<file path="src/rtl/fetch_stage.sv">
// fetch_stage: PC owner and instruction-fetch front end feeding IF/ID.
// Define FETCH_HALT_EN to enable the HALT stop on opcode 4'hF.
module fetch_stage #(
  parameter int PC_WIDTH = 8,
  parameter logic [PC_WIDTH-1:0] RESET_PC = '0
) (
  input  logic                clock,
  input  logic                reset,
  input  logic                stall,
  input  logic                redirect,
  input  logic [PC_WIDTH-1:0] redirect_pc,
  output logic [PC_WIDTH-1:0] imem_addr,
  input  logic [19:0]         imem_data,
  output logic [19:0]         instruction,
  output logic [PC_WIDTH-1:0] pc_out,
  output logic                valid,
  output logic [15:0]         fetch_count
);
`ifdef FETCH_HALT_EN
  typedef enum logic [1:0] {BOOT, RUN, HALT} state_t;
`else
  typedef enum logic {BOOT, RUN} state_t;
`endif
  state_t state;
  logic [PC_WIDTH-1:0] pc;
  logic accept;
  // A redirect squashes whatever is being fetched this cycle.
  assign valid = state == RUN && !redirect;
  assign instruction = valid ? imem_data : 20'h00000;
  assign accept = valid && !stall;
  assign imem_addr = pc;
  assign pc_out = pc;
  always_ff @(posedge clock or posedge reset) begin
    if (reset) begin
      pc <= RESET_PC;
      state <= BOOT;
      fetch_count <= '0;
    end else if (redirect) begin
      pc <= redirect_pc;
      state <= RUN;
    end else if (state == BOOT && !stall) begin
      state <= RUN;
    end else if (accept) begin
      pc <= pc + 1'b1;
      fetch_count <= fetch_count + 16'd1;
`ifdef FETCH_HALT_EN
      if (imem_data[19:16] == 4'hF) state <= HALT;
`endif
    end
  end
endmodule

</file>
<file path="config.mk">
export PLATFORM = sky130hd
export DESIGN_NAME = fetch_stage
export DESIGN_NICKNAME = d
export VERILOG_FILES = /design/src/rtl/fetch_stage.sv
export SDC_FILE = /design/constraint.sdc
export NUM_CORES = 1
export LEC_CHECK = 0
export ABC_AREA = 1
export CORE_MARGIN = 1
export CORE_UTILIZATION = 30
export DETAILED_ROUTE_END_ITERATION = 16
export PLACE_DENSITY_LB_ADDON = 0.15
export SYNTH_ARGS = -nofsm -noshare
export SYNTH_HDL_FRONTEND = slang
export SYNTH_SLANG_ARGS = --single-unit
</file>
<file path="constraint.sdc">
create_clock -name clock -period 1.6 [get_ports clock]
set_input_delay 0.24 -clock clock [delete_from_list [all_inputs] [get_ports clock]]
set_output_delay 0.24 -clock clock [all_outputs]
set_load 0.02 [all_outputs]
</file>
# ---- Word-level counts from Yosys, hierarchy flattened
# Index checks and enable logic that the tools add are counted.
dict set report totals {
  regBits 25
  ramBits 0
  in_bits 32
  word_cells 24
  memories 0
  mem_bits_ro 0
  output_inout_bits 53
  latchBits 0
}
dict set report classes {
  addsub 2
  mux 6
  n_mul 0
  n_bitwise 3
  order_cmp 0
  eq_ne 1
  div_mod_pow 0
  shift 0
  n_reduce_logical 9
}
# cell count
set ops {}
lappend ops {{$mux W8} 3}
lappend ops {{$mux W20} 1}
lappend ops {{$add A16 B1 Y16 const B} 1}
lappend ops {{$add A8 B1 Y8 const B} 1}
lappend ops {{$reduce_bool A2 Y1} 2}
lappend ops {{$logic_and A1 B1 Y1} 3}
lappend ops {{$not A1 Y1} 3}
lappend ops {{$reduce_and A3 Y1} 1}
lappend ops {{$logic_not A1 Y1} 2}
lappend ops {{$mux W1} 2}
lappend ops {{$ne A2 B2 Y1 const B} 1}
lappend ops {{$reduce_and A2 Y1} 1}

# ---- Longest topological paths before layout
dict set report logic_depth {
  ltp_word 6
  ltp_mapped 9
  depth_no_buf 8
}

# ---- Least setup slack after synthesis
# No wires, ideal clock.
dict set report synth_timing {
  path_type {flip-flop to flip-flop}
  from {register fetch_count[0]}
  to {register fetch_count[14]}
  setup_slack_ns 0.229
  t_arrival_ns 1.253
  stages_incl_launch_ff 9
  required_time_ns 1.483
  n_path_buf 0
  cell_sequence {dfrtp_1 -> ha_1 -> nand3_1 -> nor2_1 -> nand2_2 -> nor2_2 -> nand2_1 -> nand2_1 -> nand2_1}
}
dict set report synth_between {
  elab_chain_cells 1
}
# item line_no
set synth_lines {}
lappend synth_lines {{start: declaration} 17} ;# output logic [15:0] fetch_count
lappend synth_lines {{start signal: assignment} 45} ;# fetch_count <= fetch_count + 16'd1;
lappend synth_lines {{$add A16 B1 Y16} 45}
# No other way between the ends.
# A chain may end at the register's enable or synchronous reset.

# ---- Worst setup path after layout
dict set report layout_timing {
  from {register pc[2] (netlist: imem_addr[2])}
  to {output pc_out[2]}
}
# item line_no
set layout_lines {}
lappend layout_lines {{start: declaration} 25} ;# logic [PC_WIDTH-1:0] pc;
lappend layout_lines {{start signal: assignment} 39} ;# pc <= redirect_pc;
lappend layout_lines {{start signal: assignment} 44} ;# pc <= pc + 1'b1;
lappend layout_lines {{end: declaration} 15} ;# output logic [PC_WIDTH-1:0] pc_out,
# No word-level cell between the ends.

==> impl_results.md <==
- Yosys top cell area share: 0.395
- Unrepaired setup endpoints after global routing: no
- Syn nets: 244
- Worst r2r path cells: 8
- Setup ws final: 0.0431 ns
- Kind of critical path: reg2out
- CP bufs+invs: 1
- Clock slew at reported path FFs: 0.10 ns
- DRT Pass-1 Iters: 4
- Cell area after synthesis: 1580 um^2
- Share of layout cells above drive strength 1: 0.113
- Min-delay worst type: in2async
- Row cnt: 26
- Final antenna-violating net count: 0
- Commonest cells in the netlist: 48 x nand2_1, 38 x nor2_1, 32 x inv_1
- Status: finished, final reports clean
- Fin Clk Skew: 0.00803 ns
- Register bit count reported by yosys: 25
- Max-slew headroom: 0.784
- Num CTS Buffers: 3
- Routability congestion estimate: 0.728
- First-pass GRT wire length: 6420 um
- Clk root buf: clkbuf_8
- Period minus WS final: 1.56 ns
- DP HPWL: 3210 um
- Flop2flop setup slack: 0.24 ns
- Peak VDD IR: 0.458 mV
- CP Launch Type: flip-flop
- Synth Flop Type: dfrtp_1
- DRC: 0
- Leak pwr: 0.00143 uW
- Ys Warns: 0
- Fin Hold WS: 0.306 ns
- Worst Path Max Fanout: 4
- Max Slew Vio Count: 0
- CP max-delay cell: clkdlybuf4s50_1
- DRT iter0 DRCs: 29
- CP top delay family: buffers and inverters
- Worst r2r dst: fetch_count[14]$_DFFE_PP0P_
- Initial Util: 0.310
- Placed inst area: 2530 um^2
- Seq/Total Area, Yosys: 0.395
- Mean post-synth cell area: 7.54 um^2
- IO Pins: 85
- Synth top area cells: dfrtp_1 40%, nand2_1 11%, nor2_1 9.0%
- # H-tree levels: 1
- Post-synth top area cell: dfrtp_1
- Fin area: 2610 um^2
- Area delta synth->final: 64.6%
- Final WL: 4010 um
- Total Nets Final: 336
- Largest net degree at the start of global routing: 26
- Die width: 74.6 um
- Fraction of registers with async set/reset: 1.00
- Cells after synthesis: 210
- Sink Count: 25
- CTS tree: yes
- Initial antenna violation count: 0
- Post-synth EDFFs: 0
- Hold Fails Final Rpt: 0
- DR vias/cell: 4.22
- Fin crit share: 0.973
- Worst-Margin Slew: 0.325 ns
- Die Footprint: 5570 um^2
- Setup WS pre-CTS: -0.388 ns
- Critical Path Max Stage Delay: 0.64 ns
- Drt wl/cell: 10.8 um
- Maximum root-to-sink buffer count: 2
- Global route total overflow: 0
- Count of cell types in the netlist: 26
- Total core area: 5110 um^2
- Max_cap viols: 0
- Vias in the first global route: 1351
- Pwr per Cell Area: 788 nW/um^2
- Most common cell in the netlist: nand2_1
- Gr usage total: 0.150
- CP Capture Type: output port
- FF-to-FF Start: fetch_count[0]$_DFFE_PP0P_
- CP cell instances: clkdlybuf4s50_1
- Critical Path AT: 1.32 ns
- Diodes inserted: 0
- Total chip power: 2050 uW
- Setup TNS: 0 ns
- Die height: 74.6 um
- Post-CTS Setup Repair Bufs: 0
- Clk_lat worst skew: 0.27 ns
- Port Buffers: 84
- Final number of setup-violating endpoints: 0
- Fmax: 642 MHz
- Worst EP required: 1.36 ns
- DR vias: 1567
## final cells by class
cell class / instances / area [um^2]
Clock buffer: 3 / 41.3
Clock inverter: 1 / 8.76
Fill cell: 521 / 2500
Inverter: 35 / 139
Multi-Input combinational cell: 139 / 746
Sequential cell: 25 / 627
Tap cell: 70 / 87.6
Timing Repair Buffer: 98 / 956
## per-stage QoR
stage | std cells | utilization
after CTS | 371 | 0.503
final | 371 | 0.510
after global placement | 367 | 0.496
after detailed placement | 367 | 0.496
after floorplan | 210 | -
after global routing | 371 | 0.510
## worst max path at each step
stage	cells past startpoint	slack, ns	to	from
finish	1	0.04	pc_out[2]	imem_addr[2]$_DFFE_PP0P_
global placement	5	-0.36	instruction[12]	redirect
CTS	1	0.001	fetch_count[3]	fetch_count[3]$_DFFE_PP0P_
detailed placement	5	-0.39	instruction[12]	redirect
global route	3	0.003	instruction[17]	state$_DFFE_PP0P_
floorplan	8	0.23	fetch_count[14]$_DFFE_PP0P_	fetch_count[0]$_DFFE_PP0P_
## report_power, final
group | switching (uW) | leakage [uW] | internal, uW
logic | 414 | 0.00109 | 404
registers | 116 | 0.000314 | 724
clock network | 211 | 0.0000261 | 182
total | 741 | 0.00143 | 1310
## registers in the layout, summed over array words and instances (netlist names)
register / cells
fetch_count: 16
imem_addr: 8
state: 1
## cells in the final DEF (no fill, tap or decap), types with 2 or more instances in the layout
cell type        netlist  final
o211ai_1               4      4
clkdlybuf4s50_1        0     43
xor2_1                 5      5
nand2_1               48     48
inv_2                  2      2
nand3_1                9      9
clkdlybuf4s15_1        0      8
nor2_2                 2      2
nand2_2                3      3
inv_1                 32     32
clkbuf_8               0      3
nor2_1                38     38
o21bai_1               2      2
o21ai_0                5      5
dlygate4sd2_1          0     19
nand4_1                4      4
ha_1                   2      2
buf_4                  8     14
dlymetal6s2s_1         0     13
dfrtp_1               25     24
xnor2_1                9      9
## metal layers
| metal | track usage | vias up | part of all wire | wire (um) |
|---|---|---|---|---|
| met5 | 0 | - | 0 | 0 |
| met4 | 0.0314 | 0 | 0.0055 | 22 |
| met3 | 0.0335 | 2 | 0.075 | 302 |
| met2 | 0.256 | 52 | 0.48 | 1920 |
| met1 | 0.196 | 703 | 0.44 | 1760 |
| li1 | - | 810 | - | - |
## what timing repair did
item,4_1_cts,5_1_grt
endpoints found under the setup margin,27,33
hold buffers,0,0
endpoints found under the hold margin,0,0
resized for setup,38,15
## kinds of logic after synthesis
kind of cell,count (synthesis),synth area share
XOR/XNOR,14,0.0775
AND/OR/NAND/NOR,111,0.324
buffers and inverters,46,0.139
flip-flops,25,0.395
adder cells (fa/ha/maj),2,0.0158
AO/OA/AOI/OAI,12,0.0482
Power figures use the tool's default switching activity.
